## config.mk

```make
export PLATFORM = sky130hd
export DESIGN_NAME = reaction_seq_fsm_flat
export DESIGN_NICKNAME = d
export VERILOG_FILES = /design/src/rtl/reaction_seq_if.sv /design/src/rtl/reaction_seq_fsm.sv /design/src/flat_wrapper.sv
export SDC_FILE = /design/constraint.sdc
export NUM_CORES = 1
export LEC_CHECK = 0
export ABC_AREA = 1
export BUFFER_PORTS_ARGS = -buffer_cell sky130_fd_sc_hd__buf_2
export CORE_ASPECT_RATIO = 1.25
export CORE_MARGIN = 2
export CORE_UTILIZATION = 52
export CTS_CLUSTER_SIZE = 25
export DETAILED_ROUTE_END_ITERATION = 10
export PLACE_DENSITY = 0.76
export SYNTH_ARGS = -nofsm -noshare
export SYNTH_HDL_FRONTEND = slang
export SYNTH_SLANG_ARGS = --single-unit
```

## constraint.sdc

```tcl
create_clock -name clk -period 1.4 [get_ports clk]
set_input_delay 0.07 -clock clk [delete_from_list [all_inputs] [get_ports clk]]
set_output_delay 0.07 -clock clk [all_outputs]
set_load 0.02 [all_outputs]
```

## src/rtl/reaction_seq_if.sv

```systemverilog
// Reaction-timer sequencer bus.
// Groups the strobes coming from the prescalers, pushbutton and delay block,
// together with the LED, LFSR-control and result signals going back out.
//   master : environment side (drives tick/ms_tick/trigger/time_out)
//   slave  : sequencer side   (drives en_lfsr/start_delay/ledr/react_time/
//                              result_valid/false_start)
interface reaction_seq_if #(
    parameter int N_LIGHTS = 10,
    parameter int RT_W     = 14
);
    logic                tick;          // 1-cycle step strobe
    logic                ms_tick;       // 1-cycle 1 ms strobe
    logic                trigger;       // active-low pushbutton, synchronised
    logic                time_out;      // random delay expired (1-cycle pulse)
    logic                en_lfsr;       // 1 = LFSR free-runs
    logic                start_delay;   // 1-cycle pulse: start random delay
    logic [N_LIGHTS-1:0] ledr;          // LED pattern
    logic [RT_W-1:0]     react_time;    // last reaction time in ms
    logic                result_valid;  // 1-cycle pulse on react_time update
    logic                false_start;   // last run aborted by an early press

    modport master (
        output tick, ms_tick, trigger, time_out,
        input  en_lfsr, start_delay, ledr, react_time, result_valid, false_start
    );

    modport slave (
        input  tick, ms_tick, trigger, time_out,
        output en_lfsr, start_delay, ledr, react_time, result_valid, false_start
    );
endinterface

```

## src/rtl/reaction_seq_fsm.sv

```systemverilog
// Reaction-timer sequencer for the DE1 reaction-time lab.
// Lights N_LIGHTS LEDs one step per tick, hands off to the random-delay block,
// then counts ms until the user presses the button. A press before the timing
// phase is a false start. All outputs are registered.
// Ports:
//   clk    system clock
//   rst_n  asynchronous active-low reset
//   bus    reaction_seq_if.slave: tick, ms_tick, trigger, time_out in;
//          en_lfsr, start_delay, ledr, react_time, result_valid,
//          false_start out
module reaction_seq_fsm #(
    parameter int N_LIGHTS  = 10,
    parameter int RT_W      = 14,
    parameter int FILL_MODE = 0
) (
    input  logic          clk,
    input  logic          rst_n,
    reaction_seq_if.slave bus
);

    localparam int STEP_W = $clog2(N_LIGHTS + 1);
    localparam logic [STEP_W-1:0] LAST_STEP = STEP_W'(N_LIGHTS - 1);
    localparam logic [RT_W-1:0]   RT_MAX    = '1;
    localparam logic [RT_W-1:0]   RT_LAST   = RT_MAX - 1'b1;

    typedef enum logic [2:0] {
        S_IDLE,
        S_LIGHT,
        S_HOLD,
        S_RUN,
        S_DONE,
        S_FAULT
    } state_t;

    state_t state_q, next_state;

    logic                trig_q;
    logic                press;
    logic [STEP_W-1:0]   step_q, step_d, step_inc;
    logic [RT_W-1:0]     rt_cnt_q, rt_cnt_d;
    logic [N_LIGHTS-1:0] ledr_q, ledr_d;
    logic [RT_W-1:0]     react_time_q, react_time_d;
    logic                en_lfsr_q, en_lfsr_d;
    logic                start_delay_q, start_delay_d;
    logic                result_valid_q, result_valid_d;
    logic                false_start_q, false_start_d;

    // Falling edge of the active-low button; a held button yields one press.
    assign press = trig_q & ~bus.trigger;

    // LED pattern for an intermediate step s (1..N_LIGHTS-1).
    function automatic logic [N_LIGHTS-1:0] light_pattern(input logic [STEP_W-1:0] s);
        logic [N_LIGHTS-1:0] p;
        for (int i = 0; i < N_LIGHTS; i++) begin
            if (FILL_MODE == 0) p[i] = (i < int'(s));
            else                p[i] = (i == int'(s) - 1);
        end
        return p;
    endfunction

    // ------------------------------------------------------------------
    // State register
    // ------------------------------------------------------------------
    // NOTE: clocked state uses non-blocking assignments so every register
    // samples the pre-edge values, independent of statement order.
    always_ff @(posedge clk or negedge rst_n) begin
        if (!rst_n) state_q <= S_IDLE;
        else        state_q <= next_state;
    end

    // ------------------------------------------------------------------
    // Next-state logic. A press always wins over a coincident strobe.
    // ------------------------------------------------------------------
    // NOTE: every combinational output is given a default first so no path
    // leaves it unassigned, which would otherwise infer a latch.
    always_comb begin
        next_state = state_q;
        case (state_q)
            S_IDLE, S_DONE, S_FAULT: begin
                if (press) next_state = S_LIGHT;
            end
            S_LIGHT: begin
                if (press)                             next_state = S_FAULT;
                else if (bus.tick && step_q == LAST_STEP) next_state = S_HOLD;
            end
            S_HOLD: begin
                if (press)             next_state = S_FAULT;
                else if (bus.time_out) next_state = S_RUN;
            end
            S_RUN: begin
                if (press)                               next_state = S_DONE;
                else if (bus.ms_tick && rt_cnt_q == RT_LAST) next_state = S_DONE;
            end
            default: next_state = S_IDLE;
        endcase
    end

    // ------------------------------------------------------------------
    // Output / datapath logic: next values of the registered outputs.
    // ------------------------------------------------------------------
    always_comb begin
        step_d         = step_q;
        step_inc       = step_q + 1'b1;
        rt_cnt_d       = rt_cnt_q;
        ledr_d         = ledr_q;
        react_time_d   = react_time_q;
        false_start_d  = false_start_q;
        start_delay_d  = 1'b0;
        result_valid_d = 1'b0;
        // LFSR runs whenever the sequencer is waiting for a new start.
        en_lfsr_d      = (next_state == S_IDLE) || (next_state == S_DONE) ||
                         (next_state == S_FAULT);

        case (state_q)
            S_IDLE, S_DONE, S_FAULT: begin
                if (press) begin
                    step_d        = '0;
                    ledr_d        = '0;
                    false_start_d = 1'b0;
                end
            end
            S_LIGHT: begin
                if (press) begin
                    ledr_d        = '0;
                    false_start_d = 1'b1;
                end else if (bus.tick) begin
                    step_d = step_inc;
                    if (step_q == LAST_STEP) begin
                        ledr_d        = '1;
                        start_delay_d = 1'b1;
                    end else begin
                        ledr_d = light_pattern(step_inc);
                    end
                end
            end
            S_HOLD: begin
                if (press) begin
                    ledr_d        = '0;
                    false_start_d = 1'b1;
                end else if (bus.time_out) begin
                    ledr_d   = '0;
                    rt_cnt_d = '0;
                end
            end
            S_RUN: begin
                if (press) begin
                    // Coincident ms_tick is dropped: latch the count as is.
                    react_time_d   = rt_cnt_q;
                    result_valid_d = 1'b1;
                end else if (bus.ms_tick) begin
                    rt_cnt_d = rt_cnt_q + 1'b1;
                    if (rt_cnt_q == RT_LAST) begin
                        react_time_d   = RT_MAX;
                        result_valid_d = 1'b1;
                    end
                end
            end
            default: ;
        endcase
    end

    // ------------------------------------------------------------------
    // Datapath and output registers
    // ------------------------------------------------------------------
    always_ff @(posedge clk or negedge rst_n) begin
        if (!rst_n) begin
            trig_q         <= 1'b1;
            step_q         <= '0;
            rt_cnt_q       <= '0;
            ledr_q         <= '0;
            react_time_q   <= '0;
            en_lfsr_q      <= 1'b1;
            start_delay_q  <= 1'b0;
            result_valid_q <= 1'b0;
            false_start_q  <= 1'b0;
        end else begin
            trig_q         <= bus.trigger;
            step_q         <= step_d;
            rt_cnt_q       <= rt_cnt_d;
            ledr_q         <= ledr_d;
            react_time_q   <= react_time_d;
            en_lfsr_q      <= en_lfsr_d;
            start_delay_q  <= start_delay_d;
            result_valid_q <= result_valid_d;
            false_start_q  <= false_start_d;
        end
    end

    assign bus.ledr         = ledr_q;
    assign bus.react_time   = react_time_q;
    assign bus.en_lfsr      = en_lfsr_q;
    assign bus.start_delay  = start_delay_q;
    assign bus.result_valid = result_valid_q;
    assign bus.false_start  = false_start_q;

endmodule
```

## src/flat_wrapper.sv

```systemverilog
// flat-port wrapper written by rule: the top's interface ports become plain ports
module reaction_seq_fsm_flat 
#(
    parameter int N_LIGHTS  = 10,
    parameter int RT_W      = 14,
    parameter int FILL_MODE = 0
)
  (clk, rst_n, bus_tick, bus_ms_tick, bus_trigger, bus_time_out, bus_en_lfsr, bus_start_delay, bus_ledr, bus_react_time, bus_result_valid, bus_false_start);
  reaction_seq_if #(.N_LIGHTS(N_LIGHTS), .RT_W(RT_W)) bus_i ();
  input  logic clk;
  input  logic rst_n;
  input wire logic [$bits(bus_i.tick)-1:0] bus_tick;
  input wire logic [$bits(bus_i.ms_tick)-1:0] bus_ms_tick;
  input wire logic [$bits(bus_i.trigger)-1:0] bus_trigger;
  input wire logic [$bits(bus_i.time_out)-1:0] bus_time_out;
  output wire logic [$bits(bus_i.en_lfsr)-1:0] bus_en_lfsr;
  output wire logic [$bits(bus_i.start_delay)-1:0] bus_start_delay;
  output wire logic [$bits(bus_i.ledr)-1:0] bus_ledr;
  output wire logic [$bits(bus_i.react_time)-1:0] bus_react_time;
  output wire logic [$bits(bus_i.result_valid)-1:0] bus_result_valid;
  output wire logic [$bits(bus_i.false_start)-1:0] bus_false_start;
  assign bus_i.tick = bus_tick;
  assign bus_i.ms_tick = bus_ms_tick;
  assign bus_i.trigger = bus_trigger;
  assign bus_i.time_out = bus_time_out;
  assign bus_en_lfsr = bus_i.en_lfsr;
  assign bus_start_delay = bus_i.start_delay;
  assign bus_ledr = bus_i.ledr;
  assign bus_react_time = bus_i.react_time;
  assign bus_result_valid = bus_i.result_valid;
  assign bus_false_start = bus_i.false_start;
  reaction_seq_fsm #(.N_LIGHTS(N_LIGHTS), .RT_W(RT_W), .FILL_MODE(FILL_MODE)) u_core (.clk(clk), .rst_n(rst_n), .bus(bus_i));
endmodule
```

==> results of run 1 <==
layer usage:
metal	track usage, %	up-vias	wire length (µm)
met3	4.20	41	309
met1	28.7	1200	2710
li1	-	1153	-
met2	38.1	89	3650
met4	13.2	0	409
met5	0	-	0
power by group through the flow:
stage | Clock (mW) | Combinational (mW) | Sequential [mW]
after CTS | 0.885 | 2.32 | 2.14
after global routing | 0.951 | 3.25 | 2.22
after detailed placement | 0 | 2.22 | 2.16
final | 0.864 | 3.02 | 2.18
after global placement | 0 | 2.17 | 2.14
after floorplan | 0 | 1.15 | 2.38
area by class of cell:
type                       count  area (µm²)  share of cell area, %
clock buffer                   8        90.1                   2.47
inverter                      51         206                   5.65
multi-input combinational    196        1430                   39.1
sequential                    50        1250                   34.3
tap                           60        75.1                   2.06
timing repair buffer          81         601                   16.4
worst reg2reg max path: stages, from the launching register on:
cell and delay (ns):
dfrtp_1 0.49, inv_2 0.09, o211ai_1 0.29, nor2_4 0.10, buf_4 0.18, nand4_1 0.12, o21ai_0 0.13
final timing paths:
path / end / cells past startpoint
min in group asynchronous: u_core.bus.ledr[4] / 2
max in group asynchronous: u_core.rt_cnt_q[12] / 3
setup / recovery: u_core.rt_cnt_q[12] / 6
hold reg to reg: u_core.bus.false_start / 2
hold / removal: u_core.step_q[2] / 4
setup reg to reg: u_core.rt_cnt_q[12] / 6
registers in the layout (all words and copies together) (netlist names), 3 cells and up:
| register | flops |
|---|---|
| u_core.step_q | 4 |
| u_core.rt_cnt_q | 14 |
| u_core.state_q | 3 |
| u_core.bus.react_time | 14 |
| u_core.bus.ledr | 10 |
timing repair:
| action | 4_1_cts | 5_1_grt |
|---|---|---|
| gates cloned | 0 | 1 |
| hold buffers | 2 | 0 |
| gates resized for setup | 21 | 84 |
| setup endpoints to repair | 35 | 48 |
| buffers inserted | 3 | 9 |
| pin swaps | 6 | 19 |
| endpoints found under the hold margin | 21 | 0 |
kinds of logic (layout without fill, tap and decap cells):
group / count (synthesis) / after routing / share of synthesized area (%)
AOI/OAI and AO/OA: 49 / 49 / 13.5
and+or+nand+nor: 140 / 141 / 25.9
buffers and inverters: 57 / 140 / 9.51
xor gates and xnor gates: 1 / 1 / 0.338
DFF: 50 / 50 / 48.4
adders and majority gates: 5 / 5 / 2.41
cell usage in the layout (no fill, tap or decap), drive strengths merged:
cell	instances
o31ai	1
nand4	11
nand2	66
xor2	1
nor3	4
o211ai	2
inv	50
nor2	30
nand3	27
clkbuf	8
nand3b	2
o21ai	23
a22oi	13
and2	1
dfrtp	48
o22ai	2
a21oi	8
dfstp	2
clkinv	1
dlygate4sd3	2
ha	5
buf	79
==> impl_metrics.py, run 1 <==
metrics = {
    "clock_network": {
        "cts-buffers-inserted": 5,
        "cts_buffer_depth": 2,
        "cts-htree-levels": 2,
        "clkSinkCount": 50,
        "worstSkewPairLatency_ns": 0.31,
        "clk_pin_slew_worst_paths_ns": 0.09,
        "clock-root-buffer": "clkbuf_8",
        "cts_tree": "yes",
    },
    "sta": {
        "timing.fmax_mhz": 649,
        "timing.final.ws_setup_ns": -0.142,
        "timing_max_transition_violations_final": 0,
        "rsz0062_at_grt": "true",
        "worst-slew-pin-transition_ns": 0.569,
        "worst_clock_skew_ns": 0.0134,
        "hold_viol": 0,
        "finalCritPeriodShare_pct": 110,
        "period_needed_ns": 1.54,
        "relSlewSlack_pct": 62.1,
        "setup_viol": 43,
        "finalSetupTns_ns": -2.84,
        "whs_ns": 0.182,
    },
    "power_and_ir_drop": {
        "total_power_mw": 6.07,
        "ir_drop_v": 0.000913,
        "p_sw_share_pct": 43.5,
        "switching_power_mw": 2.64,
        "power.share.clock_pct": 14.2,
        "seqPwrFrac_pct": 36.0,
        "leakage_nw": 1.86,
        "combPwrFrac_pct": 49.8,
        "power.density_nw_per_um2": 1660,
        "intPower_mw": 3.43,
    },
    "worst_setup_path": {
        "worst_ep_required_time_ns": 1.56,
        "crit_chain": "inv_2 -> o211ai_1 -> nor2_4 -> buf_4 -> nand4_1 -> o21ai_0",
        "path_delay_family": "flip-flops",
        "crit_path_end_kind": "register",
        "timing.rr.start": "u_core.state_q[0]",
        "cp_slowest_cell": "dfrtp_1",
        "crit_path_start_kind": "register",
        "arrival_ns": 1.70,
        "r2r_setup_slack_ns": -0.14,
        "path_buf_inv": 2,
        "slowest_delay_ns": 0.49,
        "path_class": "register to register",
        "startpoint": "u_core.state_q[0]",
        "crit_fanout": 7,
    },
    "logic_synthesis": {
        "synth.area.top_cells": "dfrtp_1 (46%), nand2_1 (8.7%), inv_1 (6.5%)",
        "ys_seq_area_share_pct": 48.4,
        "netlist-cell-type-count": 30,
        "yosys_register_bits": 50,
        "syn_avg_cell_area_um2": 8.58,
        "synth_edf_count": 0,
        "synth_top_area_share_pct": 46.4,
        "synth_common_cells": "nand2_1 (60), dfrtp_1 (48), inv_1 (45)",
        "synth_cells": 302,
        "ys_async_sr_fraction_pct": 100,
        "synth_nets": 313,
        "ys_warn_count": 0,
        "synth_ff_type": "dfrtp_1",
        "synth_area_um2": 2590,
        "synth_most_common_cell": "nand2_1",
        "synth_top_area_cell": "dfrtp_1",
    },
    "route": {
        "routed_wirelength_mm": 7.08,
        "dr.pass1.iters": 4,
        "viasPerCell": 5.57,
        "drt_iter0_drc": 217,
        "drc": 0,
        "ant_nets": 0,
        "num_vias": 2483,
        "wl_per_cell_um": 15.9,
    },
    "floorplan": {
        "fp.dieArea_um2": 5570,
        "io_pins": 34,
        "die_h_um": 82.9,
        "rows": 28,
        "core_um2": 4760,
        "initial_core_util_pct": 54.4,
        "die_w_um": 67.1,
    },
    "cells_and_area": {
        "drive_above_1_share_pct": 46.1,
        "fin_util_pct": 76.7,
        "finalInstanceArea_um2": 3650,
        "fin_cells": 446,
        "diodes": 0,
        "nets": 396,
        "area_growth_pct": 40.9,
        "fillCellCount": 307,
    },
    "grt": {
        "grt_pass1_vias": 2363,
        "grt_overflow_total": 0,
        "antenna_found_initial": 0,
        "grt_pass1_wl_mm": 10.2,
        "grt_max_degree": 29,
        "grt.total_usage_pct": 23.5,
    },
    "run": {
        "cap_violations": 0,
    },
    "placement": {
        "hpwl_mm": 4.38,
        "place_area_um2": 3070,
        "place_ws_ns": -0.160,
        "place_congestion": 0.902,
        "portBuffers": 33,
        "placed_cells": 425,
    },
    "worst_hold_path": {
        "hold_path.startpoint": "bus_tick",
        "hold_path_class": "input pin to register",
    },
    "outcome": {
        "failed_checks": "setup timing",
        "run_status": "complete, but fails checks",
    },
}
Power figures use the tool's default switching activity.
==> inputs of run 2 (changes only) <==
BUFFER_PORTS_ARGS = -buffer_cell sky130_fd_sc_hd__buf_4   (was -buffer_cell sky130_fd_sc_hd__buf_2)
==> run 2 against run 1 <==
The flow still finishes with violations (setup timing). Power up 2.5%. Global-route usage up 0.41 points. Setup slack got worse by 0.0084 ns. Clock skew decreased by 0.0057 ns. Maximum frequency decreased by 0.54%. First-iteration DRC count decreased by 6.0%. Sequential share of layout area shrank 0.67 points. Critical path type unchanged. Highest routed layer unchanged.
==> impl_metrics.py, run 2 (synthesis gave the netlist of run 1 again) <==
metrics = {
    "clock_network": {
        "cts-htree-levels": 2,
        "worstSkewPairLatency_ns": 0.31,
        "cts_buffer_depth": 2,
        "clk_pin_slew_worst_paths_ns": 0.09,
        "clkSinkCount": 50,
        "cts_tree": "yes",
        "clock-root-buffer": "clkbuf_8",
        "cts-buffers-inserted": 5,
    },
    "floorplan": {
        "fp.dieArea_um2": 5570,
        "io_pins": 34,
        "initial_core_util_pct": 54.4,
        "die_w_um": 67.1,
        "rows": 28,
        "core_um2": 4760,
        "die_h_um": 82.9,
    },
    "sta": {
        "relSlewSlack_pct": 56.6,
        "worst-slew-pin-transition_ns": 0.650,
        "rsz0062_at_grt": "true",
        "timing_max_transition_violations_final": 0,
        "period_needed_ns": 1.55,
        "setup_viol": 34,
        "hold_viol": 0,
        "timing.final.ws_setup_ns": -0.150,
        "timing.fmax_mhz": 645,
        "finalCritPeriodShare_pct": 111,
        "worst_clock_skew_ns": 0.00775,
    },
    "power_and_ir_drop": {
        "seqPwrFrac_pct": 34.9,
        "p_sw_share_pct": 41.9,
        "leakage_nw": 1.89,
        "intPower_mw": 3.61,
        "power.density_nw_per_um2": 1670,
        "switching_power_mw": 2.61,
        "power.share.clock_pct": 17.0,
        "ir_drop_v": 0.000939,
        "combPwrFrac_pct": 48.1,
        "total_power_mw": 6.22,
    },
    "route": {
        "dr.pass1.iters": 4,
        "wl_per_cell_um": 16.7,
        "drc": 0,
        "drt_iter0_drc": 204,
        "num_vias": 2506,
        "routed_wirelength_mm": 7.42,
        "viasPerCell": 5.64,
        "ant_nets": 0,
    },
    "cells_and_area": {
        "area_growth_pct": 43.9,
        "layout_commonest_cell": "buf_4",
        "fin_util_pct": 78.3,
        "diodes": 0,
        "nets": 395,
        "fin_cells": 444,
        "drive_above_1_share_pct": 44.8,
        "most-common-layout-cells": "buf_4 (65), nand2_1 (47), dfrtp_1 (47), inv_1 (40), nand3_1 (23)",
    },
    "outcome": {
        "failed_checks": "setup timing",
        "run_status": "complete, but fails checks",
    },
    "worst_setup_path": {
        "arrival_ns": 1.73,
        "r2r_setup_slack_ns": -0.15,
        "crit_path_end_kind": "register",
        "worst_ep_required_time_ns": 1.58,
        "crit_chain": "buf_4 -> ha_1 -> nand2_2 -> inv_1 -> nand2_1 -> nand2_1 -> nand4_1 -> o21ai_0",
        "crit_path_start_kind": "register",
        "slowest_delay_ns": 0.41,
        "cp_slowest_cell": "dfrtp_1",
        "crit_fanout": 4,
        "path_class": "register to register",
        "crit_top_cell": "nand2_1",
    },
    "placement": {
        "hpwl_mm": 4.40,
        "placed_cells": 421,
        "portBuffers": 33,
        "place_congestion": 0.887,
    },
    "grt": {
        "grt_overflow_total": 0,
        "grt.total_usage_pct": 23.9,
        "grt_pass1_wl_mm": 10.4,
        "antenna_found_initial": 0,
        "grt_max_degree": 51,
        "grt_pass1_vias": 2325,
    },
    "worst_hold_path": {
        "hold_path_class": "input pin to register",
    },
    "run": {
        "cap_violations": 0,
    },
}
run 2: changes by cell type in the layout (fill, tap and decap cells not counted), sizes merged:
cell	change
clkbuf	-1
inv	+1
clkinv	-1
nand3b	-1
buf	-1
bufinv	+1
run 2: per-stage QoR:
stage | instance area (µm²) | setup TNS (ns) | hold WS (ns) | worst slack (ns)
after floorplan | 2590 | -0.117 | -0.226 | -0.0132
after CTS | 3380 | -0.673 | 0.141 | -0.0737
final | 3730 | -2.60 | 0.205 | -0.150
after detailed placement | 3140 | -2.82 | 0.132 | -0.170
after global routing | 3730 | -4.78 | 0.227 | -0.287
after global placement | 3140 | -1.27 | 0.127 | -0.0971
run 2: metal layers:
metal	up-vias	share of wire (%)	global-route usage, %
met4	0	3.1	10.2
met2	89	56	41.2
met5	-	0	0
met1	1244	37	27.9
li1	1150	-	-
met3	23	4.2	4.88
run 2: worst paths after layout:
path	endpoint	depth (start not counted)	from
worst max register to register	u_core.rt_cnt_q[8]	8	u_core.rt_cnt_q[0]
max in group asynchronous	u_core.rt_cnt_q[1]	2	rst_n
worst min-delay path	u_core.step_q[0]	5	bus_tick
min in group asynchronous	u_core.bus.ledr[4]	2	rst_n
worst min register to register	u_core.bus.false_start	2	u_core.bus.false_start
worst max-delay path	u_core.rt_cnt_q[8]	8	u_core.rt_cnt_q[0]
run 2: what timing repair did:
| item | 4_1_cts | 5_1_grt |
|---|---|---|
| hold buffers | 2 | 0 |
| endpoints found under the setup margin | 36 | 46 |
| pin swaps | 7 | 26 |
| hold endpoints to repair | 49 | 0 |
| cloned | 0 | 1 |
| resized for setup | 29 | 69 |
| setup buffers | 5 | 9 |
run 2: cell type report:
cell class / instances / area [µm²]
repair buffers: 81 / 709
clock inverters: 1 / 30.0
fillers: 310 / 1040
multi-input cells: 195 / 1370
inverters: 51 / 204
flip-flops and latches: 50 / 1250
well taps: 60 / 75.1
clock buffers: 6 / 82.6
run 2: worst max-delay path: cells and delay by family, from the launching register on:
family	cells	cell delay, ns
flip-flops	1	0.41
AND/OR/NAND/NOR	4	0.36
adder cells (fa/ha/maj)	1	0.28
buffers and inverters	2	0.26
AO/OA/AOI/OAI	1	0.11
run 2: power by group through the flow:
stage                     combinational (mW)  sequential [mW]  clock, mW
final                                   2.99             2.17       1.06
after global routing                    3.21             2.21       1.12
after CTS                               2.44             2.16       1.05
after floorplan                         1.15             2.38          0
after detailed placement                2.29             2.18          0
after global placement                  2.23             2.16          0
